--- src/rtl/rr_arbiter_n.sv ---
// ============================================================================
// Module      : rr_arbiter_n
// Description : N-requester round-robin arbiter with registered one-hot grant,
//               encoded grant index and debug pointer. Optional burst hold is
//               compiled in by defining RR_ARBITER_HOLD_EN.
// Revision    : 1.0 - initial release
// ============================================================================
`default_nettype none

module rr_arbiter_n #(
  parameter  int N         = 3,
  parameter  int MAX_BURST = 4,
  localparam int IDW       = (N > 1) ? $clog2(N) : 1
) (
  input  logic           clk,
  input  logic           rst_n,
  input  logic [N-1:0]   i_req,
  output logic [N-1:0]   o_gnt,
  output logic [IDW-1:0] o_gnt_id,
  output logic           o_gnt_vld,
  output logic [IDW-1:0] o_ptr
);

  if ((N < 2) || (N > 16) || (MAX_BURST < 1)) begin : g_param_chk
    $error("rr_arbiter_n: N must be 2..16 and MAX_BURST >= 1");
  end

  logic [N-1:0]   r_gnt;
  logic [IDW-1:0] r_gnt_id;
  logic           r_gnt_vld;
  logic [IDW-1:0] r_ptr;

  logic [N-1:0]   w_gnt_nxt;
  logic [IDW-1:0] w_id_nxt;
  logic           w_vld_nxt;
  logic [IDW-1:0] w_ptr_nxt;

  logic           w_win_vld;
  logic [IDW-1:0] w_win_id;
  int             w_idx;
  logic           w_hold;

  // Circular search from ptr+1 through ptr; the index is reduced modulo N so
  // non-power-of-two sizes never visit unused codes.
  always_comb begin
    w_win_vld = 1'b0;
    w_win_id  = '0;
    w_idx     = 0;
    for (int k = 1; k <= N; k++) begin
      w_idx = int'(r_ptr) + k;
      if (w_idx >= N) begin
        w_idx = w_idx - N;
      end
      if (!w_win_vld && i_req[w_idx]) begin
        w_win_vld = 1'b1;
        w_win_id  = IDW'(w_idx);
      end
    end
  end

`ifdef RR_ARBITER_HOLD_EN
  localparam int BCW  = (MAX_BURST > 1) ? $clog2(MAX_BURST) : 1;
  localparam int BMAX = MAX_BURST - 1;

  logic [BCW-1:0] r_burst;
  logic [BCW-1:0] w_burst_nxt;
  logic           w_hold_req;
  logic           w_others;

  // The holder stays while its burst budget lasts, or indefinitely if alone.
  always_comb begin
    w_hold_req  = r_gnt_vld && (|(i_req & r_gnt));
    w_others    = |(i_req & ~r_gnt);
    w_hold      = w_hold_req && ((int'(r_burst) < BMAX) || !w_others);
    w_burst_nxt = r_burst;
    if (w_hold) begin
      if (int'(r_burst) < BMAX) begin
        w_burst_nxt = r_burst + 1'b1;
      end
    end else if (w_win_vld) begin
      w_burst_nxt = '0;
    end
  end

  always_ff @(posedge clk or negedge rst_n) begin
    if (!rst_n) begin
      r_burst <= '0;
    end else begin
      r_burst <= w_burst_nxt;
    end
  end
`else
  assign w_hold = 1'b0;
`endif

  always_comb begin
    w_gnt_nxt = r_gnt;
    w_id_nxt  = r_gnt_id;
    w_vld_nxt = r_gnt_vld;
    w_ptr_nxt = r_ptr;
    if (w_hold) begin
      w_gnt_nxt = r_gnt;
    end else if (w_win_vld) begin
      w_gnt_nxt = N'(1) << w_win_id;
      w_id_nxt  = w_win_id;
      w_vld_nxt = 1'b1;
      w_ptr_nxt = w_win_id;
    end else begin
      w_gnt_nxt = '0;
      w_vld_nxt = 1'b0;
    end
  end

  always_ff @(posedge clk or negedge rst_n) begin
    if (!rst_n) begin
      r_gnt     <= '0;
      r_gnt_id  <= '0;
      r_gnt_vld <= 1'b0;
      r_ptr     <= IDW'(N - 1);
    end else begin
      r_gnt     <= w_gnt_nxt;
      r_gnt_id  <= w_id_nxt;
      r_gnt_vld <= w_vld_nxt;
      r_ptr     <= w_ptr_nxt;
    end
  end

  assign o_gnt     = r_gnt;
  assign o_gnt_id  = r_gnt_id;
  assign o_gnt_vld = r_gnt_vld;
  assign o_ptr     = r_ptr;

endmodule

`default_nettype wire

--- config.mk ---
export PLATFORM = sky130hd
export DESIGN_NAME = rr_arbiter_n
export DESIGN_NICKNAME = d
export VERILOG_FILES = /design/src/rtl/rr_arbiter_n.sv
export SDC_FILE = /design/constraint.sdc
export NUM_CORES = 1
export LEC_CHECK = 0
export CORE_AREA = 8 8 45 47
export CTS_CLUSTER_SIZE = 10
export DETAILED_ROUTE_END_ITERATION = 8
export DIE_AREA = 0 0 53 55
export PLACE_DENSITY = 0.76
export SLEW_MARGIN = 20
export SYNTH_ARGS = -nofsm -noshare
export SYNTH_HDL_FRONTEND = slang
export SYNTH_SLANG_ARGS = --single-unit
--- constraint.sdc ---
create_clock -name clk -period 1.75 [get_ports clk]
set_input_delay 0.2625 -clock clk [delete_from_list [all_inputs] [get_ports clk]]
set_output_delay 0.2625 -clock clk [all_outputs]
set_load 0.01 [all_outputs]
==> flow_summary.ini <==
[global_route]
grt_pass1_wl_um = 1820
grt_usage = 0.0918
antenna_found_initial = 0
overflow = 0
grt_max_degree = 10
grt_pass1_vias = 393

[clocking]
clk_latency_ps = 250
cts_sinks = 7
numCtsBuffers = 3
cts_root_buf = clkbuf_4
h-tree-depth = 1
clk_path_buf_depth = 2
cts_tree = yes
cts.clk_slew.worst_paths_ps = 50

[synthesis]
yosysUniqueCellTypes = 28
synth-edff-count = 0
synthFlopType = dfrtp_1
ys_ff_latch = 7
synth_top_family_by_area = compound AO/OA/AOI/OAI gates
syn_area_um2 = 485
synth_fa_ha_area_frac = 0.0773
synth.mux.area_fraction = 0.0232
synthCells = 44
synth-compound-area-share = 0.281
synth-xor-area-share = 0
synthArstFlopShare = 1.00
synth-simple-area-share = 0.201
ys_seq_area_frac = 0.363
syn_nets = 52
synth.avg_cell_area_um2 = 11.0
ys_warn_count = 0

[worst_setup_path]
endpoint_kind = flop
cp.required_ps = 1890
start_kind = flop
ff2ff_setup_slack_ps = 30
rr_startpoint = o_ptr[1]$_DFFE_PN1P_
worst-setup-path-type = reg -> reg
cp_slowest_cell = dfstp_2
path_max_fanout = 6
slowest_delay_ps = 540
startpoint = o_ptr[1]$_DFFE_PN1P_
arrival_ps = 1870
crit_chain = inv_2 -> ha_4 -> buf_6 -> and2_4 -> o21ai_4 -> nand2_2 -> o211a_1

[sta]
slew_violations = 0
max_freq_mhz = 580
timing.final.hold_violations = 0
tightest_slew_ps = 301
setup_violations = 0
fin_ws_ps = 25.3
skew_ps = 1.08
finalCritPeriodShare = 0.986
period_minus_slack_ps = 1720
rsz0062_at_grt = true
relSlewSlack = 0.798

[floorplanning]
rows = 14
die_width_um = 53
dieArea_mm2 = 0.00292
coreArea_mm2 = 0.00138
initial_core_util = 0.351
die_h_um = 55
io_pins = 13

[route]
wire_per_inst_um = 14.6
drt-total-wl_um = 1210
drt_iter0_drc = 9
vias = 423
drcViolationCount = 0
dr.pass1.iters = 4
antenna_left = 0
via_per_inst = 5.10

[place]
io_buffers = 12
dpl.hpwl_um = 946
place_congestion = 0.807
place_area_um2 = 673
dpl_worst_slack_ps = 4.85

[power]
pwr_density_cell_mw_per_mm2 = 2340
p_leak_nw = 0.313
vdd_drop_max_uv = 853

[hold_path]
hp-class = in -> async

[final_layout]
design_area_um2 = 746
antenna_cells = 0
final_util = 0.539
fin_nets = 76
drive_gt1_frac = 0.433
synthToLayoutAreaGrowth_pct = 53.6

[status]
status = completed

[job]
max_cap_violations = 0
[cell families after synthesis]
kind of cell / Yosys count
simple gates: 15
compound gates: 14
flops: 7
buf+inv: 4
fa+ha+maj: 3
mux: 1
[flip-flops by register name, summed over array words and instances (netlist names)]
| signal | count |
|---|---|
| o_ptr | 1 |
| o_gnt | 3 |
| o_gnt_id | 2 |
| o_gnt_vld | 1 |
[power breakdown]
group	total (mW)	internal, mW	switching (mW)
Combinational	1.31	0.690	0.618
Sequential	0.284	0.254	0.0302
Clock	0.150	0.0872	0.0629
[layer usage]
metal	routed length, um	part of all wire	global-route usage	vias up
li1	-	-	-	201
met1	453	0.37	0.0835	199
met2	625	0.52	0.162	21
met3	117	0.096	0.0428	2
met4	16	0.013	0.0603	0
met5	0	0	0	-
[layout by cell type (no fill, tap or decap), drive strengths merged]
cell / n
a21oi: 2
a31o: 1
a32oi: 1
and2: 2
buf: 9
clkbuf: 4
clkdlybuf4s50: 12
dfrtp: 6
dfstp: 1
ha: 3
inv: 2
mux2: 1
nand2: 3
nand2b: 3
nand3: 2
nor2: 2
nor2b: 1
nor3b: 2
o211a: 2
o211ai: 1
o21a: 2
o21ai: 4
o31ai: 1
[area by class of cell]
class	count	area [um2]
multi-input combinational	33	323
timing repair buffer	21	191
inverter	2	7.51
fill	132	638
sequential	7	178
tap	16	20.0
clock buffer	4	26.3
[through the flow]
| step | TNS (ps) | cells | power (mW) | hold WS (ps) |
|---|---|---|---|---|
| final | 0 | 83 | 1.74 | 255 |
| after global routing | -36.2 | 83 | 1.85 | 280 |
| after global placement | 0 | 77 | 1.37 | 477 |
| after detailed placement | 0 | 77 | 1.40 | 492 |
| after floorplan | 0 | 44 | 1.04 | -33.1 |
| after CTS | 0 | 81 | 1.55 | 264 |
[worst max-delay path, delay by kind of cell (launching register included)]
family	cells	cell delay, ps
simple gates	2	240
flops	1	540
buf+inv	2	190
fa+ha+maj	1	260
compound gates	2	380
[cell usage after synthesis, types with 2 or more instances]
cell type  n  area share
dfrtp_1    6        0.31
ha_1       3       0.077
inv_1      2       0.015
nand2_1    2       0.015
nand2b_1   3       0.039
nor2_1     2       0.015
o211a_1    2       0.041
o21a_1     2       0.031
o21ai_1    3       0.031
[what timing repair did]
action                                 in CTS  in global routing
pin swaps                                   1                  7
setup endpoints to repair                   1                  3
setup buffers                               0                  2
endpoints found under the hold margin       0                  0
resized for setup                           0                 10
hold buffers                                0                  0
[final timing paths]
check	endpoint	depth (start not counted)
max reg2reg	o_gnt[0]$_DFF_PN0_	7
min in group clk	o_gnt_id[1]$_DFFE_PN0P_	1
max in group asynchronous	o_ptr[1]$_DFFE_PN1P_	1
min reg2reg	o_gnt_id[1]$_DFFE_PN0P_	1
min	o_gnt[0]$_DFF_PN0_	1
max	o_gnt[0]$_DFF_PN0_	7
No activity file was read; power rests on OpenSTA's default activity.
